File: src/rtl/rv32_pkg.sv
// Shared definitions for the minimal RV32I core: widths, reset defaults, fetch FSM encoding.
package rv32_pkg;

    localparam int unsigned XLEN              = 32;
    localparam int unsigned INSTRUCTION_WIDTH = 32;

    localparam logic [INSTRUCTION_WIDTH-1:0] NOP_INSTRUCTION  = 32'h0000_0013;
    localparam logic [XLEN-1:0]              RESET_PC_DEFAULT = 32'h0000_0000;

    typedef enum logic [1:0] {
        IDLE,
        REQUEST,
        HOLD,
        DRAIN
    } fetch_state;

    function automatic logic [XLEN-1:0] align_word(input logic [XLEN-1:0] address);
        return {address[XLEN-1:2], 2'b00};
    endfunction

endpackage

File: src/rtl/fetch_rv32_if.sv
// Fetch-stage bus bundle: instruction-memory read port and the decode valid/ready handshake.
interface fetch_rv32_if;
    import rv32_pkg::*;

    logic [XLEN-1:0]              memory_read_address;
    logic                         read_enable;
    logic [INSTRUCTION_WIDTH-1:0] memory_read_value;
    logic                         memory_read_valid;
    logic [INSTRUCTION_WIDTH-1:0] instruction;
    logic [XLEN-1:0]              instruction_pc;
    logic                         instruction_valid;
    logic                         instruction_ready;

    modport master (
        output memory_read_address,
        output read_enable,
        input  memory_read_value,
        input  memory_read_valid,
        output instruction,
        output instruction_pc,
        output instruction_valid,
        input  instruction_ready
    );

    modport slave (
        input  memory_read_address,
        input  read_enable,
        output memory_read_value,
        output memory_read_valid,
        input  instruction,
        input  instruction_pc,
        input  instruction_valid,
        output instruction_ready
    );

endinterface

File: src/rtl/fetch_pc_rv32.sv
// Program counter for the fetch stage: +4 advance, redirect override with word alignment.
module fetch_pc_rv32
    import rv32_pkg::*;
#(
    parameter logic [XLEN-1:0] RESET_PC = RESET_PC_DEFAULT
) (
    input  logic            clock,
    input  logic            reset,
    input  logic            advance,
    input  logic            redirect_enable,
    input  logic [XLEN-1:0] redirect_target,
    output logic [XLEN-1:0] pc,
    output logic [XLEN-1:0] pc_next
);

    // Redirect wins over the sequential advance; addition wraps naturally at 2^XLEN.
    always_comb begin
        pc_next = pc;
        if (redirect_enable) begin
            pc_next = align_word(redirect_target);
        end else if (advance) begin
            pc_next = pc + XLEN'(4);
        end
    end

    always_ff @(posedge clock or posedge reset) begin
        if (reset) begin
            pc <= RESET_PC;
        end else begin
            pc <= pc_next;
        end
    end

endmodule

File: src/rtl/fetch_rv32.sv
// RV32I fetch stage: single-outstanding instruction reads, decode handshake, redirect handling.
module fetch_rv32
    import rv32_pkg::*;
#(
    parameter logic [XLEN-1:0] RESET_PC = RESET_PC_DEFAULT
) (
    input  logic            clock,
    input  logic            reset,
    input  logic            enable,
    input  logic            redirect_enable,
    input  logic [XLEN-1:0] redirect_target,
    output logic [XLEN-1:0] pc,
    fetch_rv32_if.master    bus
);

    fetch_state                   state;
    logic                         read_enable_q;
    logic [XLEN-1:0]              address_q;
    logic [INSTRUCTION_WIDTH-1:0] instruction_q;
    logic [XLEN-1:0]              instruction_pc_q;
    logic                         instruction_valid_q;

    logic [XLEN-1:0] pc_next;
    logic            advance;
    fetch_state      resume_state;

    assign advance      = (state == REQUEST) && bus.memory_read_valid && !redirect_enable;
    assign resume_state = enable ? REQUEST : IDLE;

    fetch_pc_rv32 #(
        .RESET_PC (RESET_PC)
    ) u_pc (
        .clock           (clock),
        .reset           (reset),
        .advance         (advance),
        .redirect_enable (redirect_enable),
        .redirect_target (redirect_target),
        .pc              (pc),
        .pc_next         (pc_next)
    );

    // Leaving HOLD/DRAIN or a wrong-path response re-enters REQUEST at pc_next, which already
    // reflects any redirect arriving in the same cycle.
    always_ff @(posedge clock or posedge reset) begin
        if (reset) begin
            state               <= IDLE;
            read_enable_q       <= 1'b0;
            address_q           <= RESET_PC;
            instruction_q       <= NOP_INSTRUCTION;
            instruction_pc_q    <= RESET_PC;
            instruction_valid_q <= 1'b0;
        end else begin
            unique case (state)
                IDLE: begin
                    if (!redirect_enable && enable) begin
                        state         <= REQUEST;
                        read_enable_q <= 1'b1;
                        address_q     <= pc_next;
                    end
                end
                REQUEST: begin
                    if (redirect_enable && !bus.memory_read_valid) begin
                        state <= DRAIN;
                    end else if (redirect_enable) begin
                        state         <= resume_state;
                        read_enable_q <= enable;
                        address_q     <= pc_next;
                    end else if (bus.memory_read_valid) begin
                        state               <= HOLD;
                        read_enable_q       <= 1'b0;
                        instruction_q       <= bus.memory_read_value;
                        instruction_pc_q    <= address_q;
                        instruction_valid_q <= 1'b1;
                    end
                end
                HOLD: begin
                    if (redirect_enable || bus.instruction_ready) begin
                        state               <= resume_state;
                        read_enable_q       <= enable;
                        address_q           <= pc_next;
                        instruction_q       <= NOP_INSTRUCTION;
                        instruction_valid_q <= 1'b0;
                    end
                end
                DRAIN: begin
                    if (!redirect_enable && bus.memory_read_valid) begin
                        state         <= resume_state;
                        read_enable_q <= enable;
                        address_q     <= pc_next;
                    end
                end
                default: begin
                    state         <= IDLE;
                    read_enable_q <= 1'b0;
                end
            endcase
        end
    end

    assign bus.read_enable         = read_enable_q;
    assign bus.memory_read_address = address_q;
    assign bus.instruction         = instruction_q;
    assign bus.instruction_pc      = instruction_pc_q;
    assign bus.instruction_valid   = instruction_valid_q;

endmodule

File: src/flat_wrapper.sv
// flat-port wrapper written by rule: the top's interface ports become plain ports
module fetch_rv32_flat import rv32_pkg::*;
#(
    parameter logic [XLEN-1:0] RESET_PC = RESET_PC_DEFAULT
)
  (clock, reset, enable, redirect_enable, redirect_target, pc, bus_memory_read_address, bus_read_enable, bus_memory_read_value, bus_memory_read_valid, bus_instruction, bus_instruction_pc, bus_instruction_valid, bus_instruction_ready);
  fetch_rv32_if bus_i ();
  input  logic clock;
  input  logic reset;
  input  logic enable;
  input  logic redirect_enable;
  input  logic [XLEN-1:0] redirect_target;
  output logic [XLEN-1:0] pc;
  output wire logic [$bits(bus_i.memory_read_address)-1:0] bus_memory_read_address;
  output wire logic [$bits(bus_i.read_enable)-1:0] bus_read_enable;
  input wire logic [$bits(bus_i.memory_read_value)-1:0] bus_memory_read_value;
  input wire logic [$bits(bus_i.memory_read_valid)-1:0] bus_memory_read_valid;
  output wire logic [$bits(bus_i.instruction)-1:0] bus_instruction;
  output wire logic [$bits(bus_i.instruction_pc)-1:0] bus_instruction_pc;
  output wire logic [$bits(bus_i.instruction_valid)-1:0] bus_instruction_valid;
  input wire logic [$bits(bus_i.instruction_ready)-1:0] bus_instruction_ready;
  assign bus_memory_read_address = bus_i.memory_read_address;
  assign bus_read_enable = bus_i.read_enable;
  assign bus_i.memory_read_value = bus_memory_read_value;
  assign bus_i.memory_read_valid = bus_memory_read_valid;
  assign bus_instruction = bus_i.instruction;
  assign bus_instruction_pc = bus_i.instruction_pc;
  assign bus_instruction_valid = bus_i.instruction_valid;
  assign bus_i.instruction_ready = bus_instruction_ready;
  fetch_rv32 #(.RESET_PC(RESET_PC)) u_core (.clock(clock), .reset(reset), .enable(enable), .redirect_enable(redirect_enable), .redirect_target(redirect_target), .pc(pc), .bus(bus_i));
endmodule
File: config.mk
export PLATFORM = sky130hd
export DESIGN_NAME = fetch_rv32_flat
export DESIGN_NICKNAME = d
export VERILOG_FILES = /design/src/rtl/rv32_pkg.sv /design/src/rtl/fetch_rv32_if.sv /design/src/rtl/fetch_pc_rv32.sv /design/src/rtl/fetch_rv32.sv /design/src/flat_wrapper.sv
export SDC_FILE = /design/constraint.sdc
export NUM_CORES = 1
export LEC_CHECK = 0
export BUFFER_PORTS_ARGS = -buffer_cell sky130_fd_sc_hd__buf_2
export CAP_MARGIN = 30
export CORE_AREA = 2 2 138 86
export CTS_CLUSTER_DIAMETER = 30
export DETAILED_ROUTE_END_ITERATION = 10
export DIE_AREA = 0 0 140 88
export PLACE_DENSITY = 0.9
export SETUP_SLACK_MARGIN = 0.4
export SYNTH_ARGS = -nofsm -noshare
export SYNTH_HDL_FRONTEND = slang
export SYNTH_SLANG_ARGS = --single-unit
File: constraint.sdc
create_clock -name clock -period 6.7 [get_ports clock]
set_input_delay 1.005 -clock clock [delete_from_list [all_inputs] [get_ports clock]]
set_output_delay 1.005 -clock clock [all_outputs]
set_load 0.05 [all_outputs]
==> results of run 1 <==
sequential cells by signal (all words and copies together) (netlist names):
register                        cells
u_core.bus.instruction_valid        1
u_core.bus.memory_read_address     32
u_core.bus.read_enable              1
u_core.state                        2
u_core.bus.instruction             32
u_core.u_pc.pc                     32
u_core.bus.instruction_pc          32
logic make-up (layout without fill, tap and decap cells):
logic type	count (synthesis)	count (layout)	share of synthesized area
flip-flops	132	132	0.551
buffers and inverters	41	241	0.0334
AND/OR/NAND/NOR	228	228	0.208
multiplexers	28	28	0.0532
AO/OA/AOI/OAI	77	77	0.107
XOR/XNOR	31	31	0.0453
adder cells (fa/ha/maj)	1	1	0.00209
path summary, 6_finish.rpt:
path / from / end / depth (start not counted)
max: redirect_enable / u_core.bus.memory_read_address[21]$_DFFE_PP0P_ / 7
min: u_core.bus.instruction_pc[29]$_DFFE_PP0P_ / u_core.bus.instruction_pc[29]$_DFFE_PP0P_ / 2
max reg2reg: u_core.state[1]$_DFFE_PP0P_ / u_core.bus.memory_read_address[21]$_DFFE_PP0P_ / 6
min reg2reg: u_core.bus.instruction_pc[29]$_DFFE_PP0P_ / u_core.bus.instruction_pc[29]$_DFFE_PP0P_ / 2
max in group asynchronous: reset / u_core.bus.instruction[5]$_DFFE_PP0P_ / 3
min in group asynchronous: reset / u_core.bus.instruction[11]$_DFFE_PP0P_ / 2
area by class of cell:
class                           instances  area [sq um]
Sequential cell                       132          3310
Inverter                                7          31.3
Clock inverter                          9          80.1
Fill cell                             817          3470
Tap cell                              144           180
Clock buffer                           22           474
Timing Repair Buffer                  203          1030
Multi-Input combinational cell        365          2500
worst register-to-register path: cells and delay by family, from the launching register on:
family | cells | cell delay [ns]
buf+inv | 1 | 0.67
simple gates | 3 | 0.95
compound gates | 1 | 0.34
flops | 1 | 0.55
xor+xnor | 1 | 0.14
power breakdown:
group	internal [uW]	leakage, uW	switching (uW)
clock network	535	0.000264	331
registers	1100	0.00165	230
logic	465	0.00200	1470
total	2100	0.00391	2030
stage by stage:
| step | power (uW) | cell area [sq um] |
|---|---|---|
| after global routing | 4300 | 7610 |
| after floorplan | 2780 | 6000 |
| after global placement | 3210 | 7050 |
| final | 4120 | 7610 |
| after detailed placement | 3260 | 7050 |
| after CTS | 4150 | 7610 |
routing by layer:
metal / vias to the layer above / part of all wire
met5: - / 0
met4: 0 / 0.0082
met2: 204 / 0.47
li1: 2278 / -
met3: 15 / 0.081
met1: 2505 / 0.44
placed cells by master (no fill, tap or decap), types with 2 or more instances in the layout:
master	count
clkbuf_1	2
dfstp_2	3
nor2b_1	2
buf_2	197
o22a_1	3
nand2_1	136
o311ai_0	2
nor2_1	10
and4_2	2
and3_1	19
nand4_4	5
nor4_1	5
dfrtp_1	129
a211o_1	5
o21ai_1	3
buf_4	6
clkbuf_16	17
nor3_2	3
o21ai_0	9
clkinvlp_4	4
nand3_1	13
and2_1	5
mux2_1	2
a22o_1	29
and4_1	2
inv_1	5
mux2_2	25
a221o_1	13
nand4_1	7
a21oi_1	2
clkbuf_8	3
xor2_1	17
clkinv_2	4
nor4_2	8
xnor2_1	14
==> impl_metrics.env, run 1 <==
export IMPL_ios=200
export IMPL_reg2reg_slack_ns=3.93
export IMPL_rsz0062_at_grt="false"
export IMPL_path_max_fanout=73
export IMPL_slew_violations=0
export IMPL_cp_required_ns=6.98
export IMPL_synth_flop_cell="dfrtp_1"
export IMPL_cp_slowest_stage_delay_ns=0.67
export IMPL_path_clk_slew_ns=0.05
export IMPL_gr_max_usage_layer="met2"
export IMPL_syn_to_final_growth_pct=26.8
export IMPL_drc=15
export IMPL_setup_tns_ns=0
export IMPL_antenna_diode_count=0
export IMPL_yosys_top_cells_area="dfrtp_1 54%, nand2_1 8.5%, mux2_2 4.7%"
export IMPL_worst_setup_path_end_kind="flip-flop"
export IMPL_layout_nets=797
export IMPL_cp_arrival_ns=3.62
export IMPL_max_slew_worst_pin_slew_ns=0.957
export IMPL_post_place_cells=851
export IMPL_hold_ws_ns=0.468
export IMPL_status="finished, violations left"
export IMPL_grt_pass1_vias=4786
export IMPL_routabilityCongestion=0.854
export IMPL_syn_num_nets=609
export IMPL_cts_tree="done"
export IMPL_initial_core_util=0.542
export IMPL_io_buffers=197
export IMPL_min_period_ns=3.34
export IMPL_synth_edf_count=0
export IMPL_ant_nets=0
export IMPL_p_leak_uw=0.00391
export IMPL_async_flop_share=1.00
export IMPL_synth_area_leader_cell="dfrtp_1"
export IMPL_worstHoldPathType="reg -> reg"
export IMPL_drive_gt1_frac=0.397
export IMPL_dr_total_vias=5002
export IMPL_htreeDepth=4
export IMPL_slowest_stage="buf_4"
export IMPL_finalSetupViolCount=0
export IMPL_ir_drop_uv=317
export IMPL_final_cells=882
export IMPL_avgSynthCellArea_sq_um=11.2
export IMPL_synth_top_area_share=0.538
export IMPL_slew_headroom=0.362
export IMPL_layout_worst_path_cycle_share=0.498
export IMPL_path_cells="buf_2 > and4bb_4 > buf_4 > nand4_4 > nor4_2 > xor2_1 > a221o_1"
export IMPL_max_freq_mhz=299
export IMPL_ys_ff_latch=132
export IMPL_vias_per_cell=5.67
export IMPL_routed_wirelength_um=16100
export IMPL_maxCapViolCount=0
export IMPL_die_area_sq_um=12300
export IMPL_synthCells=538
export IMPL_row_count=30
export IMPL_grt_overflow=0
export IMPL_yosys_cell_types_count=59
export IMPL_critPathKind="in -> reg"
export IMPL_worst_path_buf_inv=2
export IMPL_hold_viol_final=0
export IMPL_ys_seq_area_frac=0.551
export IMPL_skew_ns=0.00604
export IMPL_cts_resized=0
export IMPL_drt_iter0_drc=323
export IMPL_die_h_um=88
export IMPL_yosys_top_cells_count="136 x nand2_1, 129 x dfrtp_1, 29 x a22o_1"
export IMPL_die_x_um=140
export IMPL_cts_buffers=17
export IMPL_power_density_nw_per_um2=542
export IMPL_worstSkewPairLatency_ns=0.40
export IMPL_utilization=0.687
export IMPL_yosysMostFrequentCell="nand2_1"
export IMPL_grt_pass1_wl_um=25400
export IMPL_startpoint_type="primary input"
export IMPL_clock_sinks=132
export IMPL_hpwl_um=11000
export IMPL_dp_slack_ns=2.97
export IMPL_grtUsageTotal=0.266
export IMPL_cp_top_family="buffers and inverters"
export IMPL_cts_hold_buf=0
export IMPL_clockBufferDepth=2
export IMPL_grt_max_degree=74
export IMPL_setup_ws_ns=3.36
export IMPL_coreArea_sq_um=11100
export IMPL_ys_warn_count=0
export IMPL_cts_root_buffer="clkbuf_16"
export IMPL_grt_met3_usage=0.0656
export IMPL_synthesis_area_sq_um=6000
export IMPL_drt_pass1_iterations=10
export IMPL_postCtsSetupBuffers=0
export IMPL_grt_use_met1=0.359
export IMPL_antenna_found_initial=0
export IMPL_wire_per_inst_um=18.3
export IMPL_violations="design-rule violations"
export IMPL_use_met2=0.438
(Power assumes the default switching activity.)
==> inputs of run 2 (changes only) <==
ABC_AREA = 1   (was not set)
CORE_AREA = 2 2 151 94   (was 2 2 138 86)
DIE_AREA = 0 0 153 96   (was 0 0 140 88)
PLACE_DENSITY = 0.81   (was 0.9)
clock period = 2.8 ns   (was 6.7 ns; I/O delays follow)
==> impl_metrics.env, run 2 <==
export IMPL_grtUsageTotal=0.234
export IMPL_final_cells=1070
export IMPL_avgSynthCellArea_sq_um=8.80
export IMPL_hpwl_um=11900
export IMPL_maxCapViolCount=0
export IMPL_clock_sinks=132
export IMPL_worst_setup_path_end_kind="flip-flop"
export IMPL_slew_headroom=0.441
export IMPL_path_clk_slew_ns=0.06
export IMPL_die_h_um=96
export IMPL_die_x_um=153
export IMPL_syn_to_final_growth_pct=29.9
export IMPL_startpoint_type="flip-flop"
export IMPL_drt_iter0_drc=327
export IMPL_path_max_fanout=19
export IMPL_initial_core_util=0.452
export IMPL_fill_cells=1182
export IMPL_synth_top_area_share=0.535
export IMPL_status="finished, final reports clean"
export IMPL_crit_top_cell="nand3_1"
export IMPL_highest_layer="met5"
export IMPL_antenna_diode_count=0
export IMPL_cts_root_buffer="clkbuf_16"
export IMPL_grt_overflow=0
export IMPL_routabilityCongestion=0.890
export IMPL_slew_violations=0
export IMPL_ys_seq_area_frac=0.549
export IMPL_max_slew_worst_pin_slew_ns=0.837
export IMPL_utilization=0.587
export IMPL_synth_flop_cell="dfrtp_1"
export IMPL_final_common_cell="nand2_1"
export IMPL_cp_arrival_ns=2.21
export IMPL_hold_viol_final=0
export IMPL_synth_area_leader_cell="dfrtp_1"
export IMPL_ir_drop_uv=651
export IMPL_final_cell_mix="232 x nand2_1, 197 x buf_2, 129 x dfrtp_1, 48 x nor2_1, 46 x nand3_1"
export IMPL_grt_pass1_vias=5238
export IMPL_antenna_found_initial=1
export IMPL_wl_met3_um=1320
export IMPL_cp_top_family="simple AND/OR/NAND/NOR gates"
export IMPL_ys_warn_count=0
export IMPL_m1WireLength_um=7780
export IMPL_grt_max_degree=55
export IMPL_layout_worst_path_cycle_share=0.687
export IMPL_dr_wl_met2_um=7100
export IMPL_rsz0062_at_grt="false"
export IMPL_drc=0
export IMPL_finalSetupViolCount=0
export IMPL_yosys_top_cells_area="dfrtp_1 54%, nand2_1 14%, a22o_1 4.2%"
export IMPL_postCtsSetupBuffers=0
export IMPL_wire_per_inst_um=15.3
export IMPL_ys_ff_latch=132
export IMPL_slowest_stage="dfrtp_1"
export IMPL_synthCells=685
export IMPL_routed_wirelength_um=16400
export IMPL_layout_nets=953
export IMPL_ant_nets=0
export IMPL_min_period_ns=1.92
export IMPL_cts_buffers=17
export IMPL_worstHoldPathType="in -> async"
export IMPL_syn_num_nets=756
export IMPL_drive_gt1_frac=0.316
export IMPL_cp_slowest_stage_delay_ns=0.42
export IMPL_cts_resized=0
export IMPL_max_freq_mhz=520
export IMPL_yosys_cell_types_count=42
export IMPL_cts_hold_buf=0
export IMPL_worst_path_buf_inv=1
export IMPL_clockBufferDepth=2
export IMPL_p_leak_uw=0.00417
export IMPL_post_place_cells=1038
export IMPL_setup_tns_ns=0
export IMPL_coreArea_sq_um=13300
export IMPL_htreeDepth=4
export IMPL_row_count=33
export IMPL_io_buffers=197
export IMPL_async_flop_share=1.00
export IMPL_synth_edf_count=0
export IMPL_worstSkewPairLatency_ns=0.41
export IMPL_die_area_sq_um=14700
export IMPL_synthesis_area_sq_um=6030
export IMPL_grt_pass1_wl_um=26800
export IMPL_ios=200
export IMPL_critPathKind="reg -> reg"
export IMPL_path_cells="inv_2 > nand2_2 > nor2_8 > nand3_2 > nor2_1 > nand3_1 > nand2_1 > nand3_1 > and2_1"
export IMPL_yosysMostFrequentCell="nand2_1"
export IMPL_power_density_nw_per_um2=1320
export IMPL_yosys_top_cells_count="232 x nand2_1, 129 x dfrtp_1, 48 x nor2_1"
export IMPL_drt_pass1_iterations=4
export IMPL_cp_required_ns=3.09
export IMPL_dr_total_vias=5362
export IMPL_vias_per_cell=5.01
export IMPL_skew_ns=0.00770
export IMPL_cts_tree="done"
## run 2: cell count changes in the layout (fill, tap and decap cells not counted), moves of 10 or more
cell     before  now
or2_2         0   16
and3_1       19    0
inv_1         5   42
o21ai_1       3   13
nand3_1      13   46
xnor2_1      14    2
xor2_1       17    5
a221o_1      13    0
mux2_2       25    0
nor2_1       10   48
nand2_1     136  232
## run 2: routing by layer
layer / vias to the layer above / global-route usage
li1: 2620 / -
met1: 2533 / 0.329
met2: 191 / 0.356
met3: 16 / 0.0711
met4: 2 / 0.0648
met5: - / 0
## run 2: cell type report
class / instances / area, sq um / share of cell area
multi-input combinational: 477 / 2400 / 0.306
inverter: 48 / 186 / 0.0238
clock buffer: 19 / 443 / 0.0566
timing repair buffer: 206 / 1080 / 0.138
tap: 175 / 219 / 0.0280
clock inverter: 13 / 198 / 0.0253
sequential: 132 / 3310 / 0.422
## run 2: cells by family (layout without fill, tap and decap cells)
family                     after synthesis  after routing  share of synthesized area
buffers and inverters                   76            286                     0.0538
AOI/OAI and AO/OA                       88             88                      0.102
and+or+nand+nor                        381            381                      0.283
DFF                                    132            132                      0.549
adders and majority gates                1              1                    0.00208
xor gates and xnor gates                 7              7                     0.0102
## run 2: per-stage QoR
step / setup slack [ns] / power (uW) / instance area, sq um / hold slack [ns]
2_1_floorplan: 0.745 / 6820 / 6030 / 0.555
3_5_place_dp: 0.584 / 8000 / 7190 / 0.454
3_3_place_gp: 0.632 / 7920 / 7190 / 0.449
6_report: 0.878 / 10300 / 7830 / 0.172
4_1_cts: 0.869 / 10400 / 7830 / 0.186
5_1_grt: 0.694 / 10900 / 7830 / 0.223
## run 2: path summary, 6_finish.rpt
kind	startpoint	endpoint	slack, ns	cells after the start
max	u_core.state[1]$_DFFE_PP0P_	u_core.u_pc.pc[25]$_DFF_PP0_	0.88	9
min	reset	u_core.bus.instruction[31]$_DFFE_PP0P_	0.17	2
max reg2reg	u_core.state[1]$_DFFE_PP0P_	u_core.u_pc.pc[25]$_DFF_PP0_	0.88	9
min reg2reg	u_core.bus.instruction_pc[16]$_DFFE_PP0P_	u_core.bus.instruction_pc[16]$_DFFE_PP0P_	0.46	2
max in group asynchronous	reset	u_core.u_pc.pc[23]$_DFF_PP0_	1.90	3
min in group clock	bus_memory_read_value[30]	u_core.bus.instruction[30]$_DFFE_PP0P_	0.23	2
## run 2: power breakdown
| group | leakage [uW] | internal (uW) | switching (uW) |
|---|---|---|---|
| logic | 0.00222 | 1090 | 3770 |
| registers | 0.00164 | 2620 | 460 |
| clock network | 0.000309 | 1530 | 870 |
| total | 0.00417 | 5250 | 5100 |
==> inputs of run 3 (changes only) <==
CORE_AREA = 2 2 144 90   (was 2 2 151 94)
DIE_AREA = 0 0 146 92   (was 0 0 153 96)
PLACE_DENSITY = 0.84   (was 0.81)
clock period = 1.9 ns   (was 2.8 ns; I/O delays follow)
==> impl_metrics.env, run 3 (synthesized netlist as in run 2, its figures left out) <==
export IMPL_grt_met3_usage=0.0682
export IMPL_fill_cells=933
export IMPL_gr_max_usage_layer="met2"
export IMPL_die_area_sq_um=13400
export IMPL_ir_drop_uv=998
export IMPL_final_common_cell="nand2_1"
export IMPL_cp_required_ns=2.19
export IMPL_worst_setup_path_end_kind="flip-flop"
export IMPL_p_leak_uw=0.00452
export IMPL_ios=200
export IMPL_maxCapViolCount=0
export IMPL_ant_nets=0
export IMPL_worstSkewPairLatency_ns=0.41
export IMPL_power_density_nw_per_um2=1930
export IMPL_drt_pass1_iterations=5
export IMPL_grt_max_degree=133
export IMPL_dr_total_vias=5738
export IMPL_finalSetupViolCount=0
export IMPL_clockBufferDepth=2
export IMPL_cts_root_buffer="clkbuf_16"
export IMPL_post_place_cells=1038
export IMPL_critPathKind="reg -> reg"
export IMPL_max_freq_mhz=577
export IMPL_startpoint_type="flip-flop"
export IMPL_status="finished, final reports clean"
export IMPL_die_x_um=146
export IMPL_grt_pass1_wl_um=27400
export IMPL_grtUsageTotal=0.258
export IMPL_clock_sinks=132
export IMPL_vias_per_cell=5.14
export IMPL_hold_ws_ns=0.0628
export IMPL_grt_overflow=0
export IMPL_final_cell_mix="224 x nand2_1, 188 x buf_2, 122 x dfrtp_1, 43 x buf_4"
export IMPL_slew_headroom=0.550
export IMPL_initial_core_util=0.489
export IMPL_wire_per_inst_um=15.8
export IMPL_cts_tree="done"
export IMPL_utilization=0.698
export IMPL_setup_tns_ns=0
export IMPL_coreArea_sq_um=12300
export IMPL_io_buffers=197
export IMPL_layout_worst_path_cycle_share=0.913
export IMPL_setup_ws_ns=0.165
export IMPL_syn_to_final_growth_pct=42.9
export IMPL_drc=0
export IMPL_row_count=32
export IMPL_layout_nets=1005
export IMPL_hold_viol_final=0
export IMPL_die_h_um=92
export IMPL_routed_wirelength_um=17600
export IMPL_drive_gt1_frac=0.395
export IMPL_grt_use_met1=0.363
export IMPL_cts_buffers=17
export IMPL_grt_pass1_vias=5478
export IMPL_cts_hold_buf=0
export IMPL_worstHoldPathType="in -> async"
export IMPL_rsz0062_at_grt="true"
export IMPL_antenna_found_initial=1
export IMPL_slew_violations=0
export IMPL_cp_arrival_ns=2.03
export IMPL_min_period_ns=1.73
export IMPL_drt_iter0_drc=396
export IMPL_max_slew_worst_pin_slew_ns=0.676
export IMPL_final_cells=1117
export IMPL_dp_slack_ns=0.161
export IMPL_path_max_fanout=4
export IMPL_path_clk_slew_ns=0.06
export IMPL_htreeDepth=4
export IMPL_antenna_diode_count=0
export IMPL_hpwl_um=11200
export IMPL_use_met2=0.397
export IMPL_routabilityCongestion=0.887
export IMPL_skew_ns=0.0119
==> run 3: critical path, cell delays in order, from the launching register on <==
cell and delay, ns:
dfrtp_1 0.39, nand2_1 0.14, nor2_1 0.21, nand2_1 0.10, nor2_1 0.12, nand2_1 0.14
nor2_1 0.13, nand2_1 0.07, nand2_1 0.09, nand2_1 0.05, nand3_1 0.12, nand2_1 0.06
==> run 3: metal layers <==
metal  vias up  part of all wire
li1       2733                 -
met1      2724              0.46
met2       253              0.44
met3        26             0.084
met4         2             0.015
met5         -           0.00074
==> run 3: area by class of cell <==
| cell class | instances | area (sq um) | share of cell area |
|---|---|---|---|
| Clock buffer | 22 | 484 | 0.0562 |
| Clock inverter | 10 | 145 | 0.0169 |
| Inverter | 48 | 194 | 0.0225 |
| Multi-Input combinational cell | 477 | 2570 | 0.299 |
| Sequential cell | 132 | 3320 | 0.385 |
| Tap cell | 170 | 213 | 0.0247 |
| Timing Repair Buffer | 258 | 1690 | 0.196 |
==> run 3: power breakdown <==
group / leakage, uW / switching, uW / internal (uW)
combinational: 0.00259 / 6000 / 2600
sequential: 0.00163 / 711 / 3880
clock: 0.000303 / 1230 / 2220
total: 0.00452 / 7940 / 8700
==> run 3: stage by stage <==
step	power (uW)	area (sq um)
6_report	16600	8610
5_1_grt	17400	8610
4_1_cts	16000	8280
3_5_place_dp	12000	7260
3_3_place_gp	11800	7260
2_1_floorplan	10100	6030
==> run 3: what timing repair did <==
action	4_1_cts	5_1_grt
cloned	1	4
pin swaps	17	17
resized for setup	37	39
endpoints found under the setup margin	87	111
buffers inserted	28	14
==> run 3: final timing paths <==
kind / slack [ns] / to / cells after the start / startpoint
min reg2reg: 0.46 / u_core.bus.instruction_pc[11]$_DFFE_PP0P_ / 2 / u_core.bus.instruction_pc[11]$_DFFE_PP0P_
max: 0.17 / u_core.bus.memory_read_address[18]$_DFFE_PP0P_ / 11 / u_core.u_pc.pc[6]$_DFF_PP0_
max reg2reg: 0.17 / u_core.bus.memory_read_address[18]$_DFFE_PP0P_ / 11 / u_core.u_pc.pc[6]$_DFF_PP0_
max in group asynchronous: 1.29 / u_core.u_pc.pc[12]$_DFF_PP0_ / 3 / reset
min: 0.06 / u_core.bus.instruction_pc[5]$_DFFE_PP0P_ / 3 / reset
min in group clock: 0.10 / u_core.bus.instruction[5]$_DFFE_PP0P_ / 2 / bus_memory_read_value[5]
